### src/rtl/stream_mux.sv
`default_nettype none
// ---------------------------------------------------------------------------
// stream_mux : registered N-way valid/ready stream multiplexer; optional
// round-robin selection when STREAM_MUX_RR_EN is defined.   Rev 1.0
// ---------------------------------------------------------------------------
module stream_mux #(
  parameter  int WIDTH = 32,
  parameter  int N     = 5,
  localparam int SW    = $clog2(N)
) (
  input  logic               clk,
  input  logic               rst_n,
  input  logic [SW-1:0]      sel,
  input  logic               mode,
  input  logic [N-1:0]       in_valid,
  input  logic [N*WIDTH-1:0] in_data,
  output logic [N-1:0]       in_ready,
  output logic               out_valid,
  output logic [WIDTH-1:0]   out_data,
  output logic [SW-1:0]      out_grant,
  input  logic               out_ready
);

  localparam logic [SW:0] c_n = (SW+1)'(N);

  logic             w_load_en;
  logic             w_have;
  logic             w_xfer;
  logic [SW-1:0]    w_c;
  logic [SW-1:0]    w_sel_c;
  logic [WIDTH-1:0] w_data;

  // Gated by rst_n so nothing is handshaken while the block is held in reset.
  assign w_load_en = rst_n & (~out_valid | out_ready);
  assign w_sel_c   = ({1'b0, sel} < c_n) ? sel : '0;

`ifdef STREAM_MUX_RR_EN
  logic [SW-1:0] r_ptr;
  logic [SW-1:0] w_rr_c;
  logic          w_rr_found;

  function automatic logic [SW-1:0] wrap_idx(input logic [SW-1:0] p, input int k);
    int s;
    s = int'(p) + k;
    if (s >= N) s = s - N;
    return s[SW-1:0];
  endfunction

  // Scan farthest-first so the nearest valid channel after ptr wins.
  always_comb begin
    w_rr_found = 1'b0;
    w_rr_c     = '0;
    for (int k = N; k >= 1; k--) begin
      if (in_valid[wrap_idx(r_ptr, k)]) begin
        w_rr_found = 1'b1;
        w_rr_c     = wrap_idx(r_ptr, k);
      end
    end
  end

  assign w_c    = mode ? w_rr_c : w_sel_c;
  assign w_have = mode ? w_rr_found : 1'b1;

  always_ff @(posedge clk or negedge rst_n) begin
    if (!rst_n) begin
      r_ptr <= SW'(N-1);
    end else if (w_xfer && mode) begin
      r_ptr <= w_c;
    end
  end
`else
  logic w_unused_mode;
  assign w_unused_mode = mode;
  assign w_c           = w_sel_c;
  assign w_have        = 1'b1;
`endif

  assign w_xfer = w_load_en & w_have & in_valid[w_c];

  for (genvar i = 0; i < N; i++) begin : g_ready
    assign in_ready[i] = w_load_en & w_have & (w_c == SW'(i));
  end

  always_comb begin
    w_data = '0;
    for (int i = 0; i < N; i++) begin
      if (w_c == SW'(i)) w_data = in_data[i*WIDTH +: WIDTH];
    end
  end

  always_ff @(posedge clk or negedge rst_n) begin
    if (!rst_n) begin
      out_valid <= 1'b0;
      out_data  <= '0;
      out_grant <= '0;
    end else if (w_load_en) begin
      if (w_xfer) begin
        out_valid <= 1'b1;
        out_data  <= w_data;
        out_grant <= w_c;
      end else begin
        out_valid <= 1'b0;
      end
    end
  end

endmodule
`default_nettype wire

### config.mk
export PLATFORM = sky130hd
export DESIGN_NAME = stream_mux
export DESIGN_NICKNAME = d
export VERILOG_FILES = /design/src/rtl/stream_mux.sv
export SDC_FILE = /design/constraint.sdc
export NUM_CORES = 1
export LEC_CHECK = 0
export ABC_AREA = 0
export BUFFER_PORTS_ARGS = -buffer_cell sky130_fd_sc_hd__buf_2
export CORE_MARGIN = 2
export CORE_UTILIZATION = 45
export DETAILED_ROUTE_END_ITERATION = 10
export GPL_ROUTABILITY_DRIVEN = 0
export PLACE_DENSITY = 0.95
export SLEW_MARGIN = 10
export SYNTH_ARGS = -nofsm -noshare
export SYNTH_HDL_FRONTEND = slang
export SYNTH_SLANG_ARGS = --single-unit
### constraint.sdc
create_clock -name clk -period 2.4 [get_ports clk]
set_input_delay 0.12 -clock clk [delete_from_list [all_inputs] [get_ports clk]]
set_output_delay 0.12 -clock clk [all_outputs]
set_load 0.005 [all_outputs]
==> flow_summary_export.csv <==
group,metric,value,unit
detailed_routing,wire_per_inst,17.8,µm
yosys,yosys.area.top_type,"mux2i_1",
clock_tree,cts_root_buf,"clkbuf_8",
yosys,syn-cell-area,2910,µm²
floorplanning,num_io_pins,213,
finish,insertedDiodeCount,0,
worst_setup_path,cp_slowest_cell,"mux2_2",
yosys,ys_seq_area_share,31.0,%
power,p_switching,0.697,mW
power,p_int,1.55,mW
worst_setup_path,crit_type,"in -> reg",
clock_tree,cts_resized,0,
power,ir_drop,0.294,mV
detailed_routing,drc,0,
timing,worst_slew_pin_slew,0.583,ns
power,power_frac_seq,40.0,%
timing,fmax,600,MHz
global_route,grt_max_degree,37,
job,drv_cap,0,
clock_tree,cts_tree,"built",
worst_setup_path,cp-start-kind,"input pin",
worst_setup_path,cp-end-kind,"flop",
yosys,synth_area_leaders,"mux2i_1, dfrtp_1, mux2_2",
clock_tree,path_clk_slew,0.07,ns
floorplanning,initial_utilization,46.0,%
timing,rsz0062_at_grt,"false",
power,power.leakage,2.15,nW
yosys,synth_edf_count,0,
worst_setup_path,max_stage_delay,0.36,ns
clock_tree,numClockSinks,36,
worst_setup_path,crit_chain,"buf_2 > buf_4 > nor2_1 > o2111ai_4 > buf_12 > mux2_2",
yosys,ys_types,28,
clock_tree,cts_max_path_buffers,2,
status,run_status,"complete, no violations",
floorplanning,rows,29,
timing,final-hold-violation-count,0,
worst_setup_path,path_buf_inv,3,
detailed_routing,antenna_left,0,
clock_tree,cts_buffers,5,
worst_setup_path,critical-path-top-delay-family,"buffers and inverters",
floorplanning,coreArea,6310,µm²
worst_setup_path,critical_path_arrival,1.82,ns
power,power_frac_comb,40.8,%
placed_design,dp_hpwl,7360,µm
yosys,synthFlopType,"dfrtp_1",
global_route,grt_use_total,25.0,%
detailed_routing,routed_wirelength,9500,µm
power,pwr-share-clk,19.3,%
floorplanning,die_y,84.4,µm
yosys,synth_top_area_share,34.1,%
yosys,synthCells,253,
clock_tree,htreeDepth,2,
detailed_routing,dr.first_iter.drc_count,176,
finish,syn_to_final_growth,41.6,%
worst_setup_path,path_max_fanout,35,
timing,hold_ws,0.185,ns
timing,slew_viol_final,0,
power,switching_share,31.0,%
clock_tree,clk-insertion-delay-late,0.28,ns
detailed_routing,vias_per_cell,5.80,
yosys,synth_seq_cells,36,
global_route,grt_pass1_wl,14400,µm
timing,setup_viol,0,
global_route,antenna_found_initial,0,
yosys,syn_area_per_cell,11.5,µm²
floorplanning,fp.dieArea,7110,µm²
power,power.total,2.25,mW
timing,finalSetupTns,0,ns
finish,final_nets,628,
power,p_per_area,547,nW/µm²
timing,skew,0.00462,ns
yosys,synth_warnings,0,
floorplanning,die-width,84.4,µm
placed_design,portBuffers,211,
finish,drive_above_1_share,57.5,%
timing,post-route-period-util,69.4,%
hold_path,hold_class,"in -> reg",
global_route,grt_pass1_vias,3068,
detailed_routing,drt_first_pass_iters,7,
yosys,synth_nets,425,
timing,min_period,1.67,ns
yosys,async_flop_share,100,%
global_route,grt_overflow,0,
finish,nFillCells,521,
clock_tree,postCtsSetupRepairBufs,0,
timing,slew_headroom,61.1,%
worst_setup_path,required,2.55,ns
detailed_routing,vias,3096,
[layer usage]
layer	vias up	share of wire, %	track usage (%)
met2	200	56	49.2
met4	0	1.8	8.37
met3	20	8.8	6.00
met1	1445	33	25.6
met5	-	0	0
li1	1431	-	-
[cells by family after synthesis]
family	after synthesis	share of synthesized area (%)
mux	132	46.9
simple gates	14	2.67
buf+inv	28	5.08
xor+xnor	1	0.302
flops	36	31.0
compound gates	42	14.0
[cell usage in the layout, fill, tap and decap left out, types with 2 or more instances in the layout]
master / synthesis / layout
dfrtp_1: 36 / 36
mux2i_1: 99 / 99
nand2b_1: 2 / 2
buf_2: 10 / 210
buf_4: 2 / 10
o21ai_0: 3 / 3
a222oi_1: 32 / 32
clkbuf_1: 10 / 2
nand2_1: 2 / 2
inv_1: 2 / 2
and3_1: 2 / 2
mux2_2: 32 / 32
nor2_1: 4 / 3
clkbuf_8: 0 / 6
[state kept, by name, indices dropped and copies added, names as in the netlist]
name	count
out_data	32
out_grant	3
out_valid	1
[worst register-to-register path: stages, from the launching register on]
cell	delay (ns)
dfrtp_1	0.35
inv_1	0.06
o21a_1	0.28
o2111ai_4	0.15
buf_12	0.25
mux2_2	0.38
[timing repair]
item / CTS / global route
setup endpoints to repair: 0 / 0
endpoints found under the hold margin: 36 / 0
hold buffers: 1 / 0
[Yosys cell counts (2+ instances only)]
cell,instances
inv_1,2
buf_6,3
nor2_1,4
buf_4,2
buf_2,10
a222oi_1,32
clkbuf_1,10
dfrtp_1,36
mux2_2,32
nand2b_1,2
nand2_1,2
mux2i_1,99
and3_1,2
o21ai_0,3
[per-stage QoR]
stage	instance area [µm²]	util (%)	instances	setup slack, ns
6_report	4110	65.1	534	0.733
5_1_grt	4110	65.1	534	0.684
4_1_cts	4110	65.1	534	0.747
3_5_place_dp	4010	63.6	525	0.453
3_3_place_gp	4010	63.6	525	0.537
2_1_floorplan	2910	-	253	0.772
[path summary, 6_finish.rpt]
check                                        start                  endpoint  slack [ns]  cells past startpoint
max reg2reg                  out_valid$_DFFE_PN0P_  out_data[17]$_DFFE_PN0P_        0.82                      5
min reg2reg                out_data[1]$_DFFE_PN0P_   out_data[1]$_DFFE_PN0P_        0.49                      1
max                                         sel[2]  out_data[17]$_DFFE_PN0P_        0.73                      6
min                                    in_valid[1]  out_grant[2]$_DFFE_PN0P_        0.18                      4
min in group asynchronous                    rst_n  out_data[19]$_DFFE_PN0P_        0.52                      3
max in group asynchronous                    rst_n  out_data[10]$_DFFE_PN0P_        1.55                      3
[power groups by stage]
stage | registers, mW | clock network, mW | logic, mW
2_1_floorplan | 0.918 | 0 | 0.443
3_3_place_gp | 0.892 | 0 | 0.877
3_5_place_dp | 0.905 | 0 | 0.919
4_1_cts | 0.897 | 0.454 | 0.922
5_1_grt | 0.919 | 0.483 | 0.983
6_report | 0.899 | 0.433 | 0.916
[layout make-up]
class	instances	area [µm²]	share of cell area (%)
flip-flops and latches	36	901	21.9
clock buffers	8	90.1	2.19
inverters	2	7.51	0.183
well taps	77	96.3	2.34
multi-input cells	189	1860	45.3
repair buffers	222	1160	28.1
Note: power is estimated with default switching activity, not from simulation.
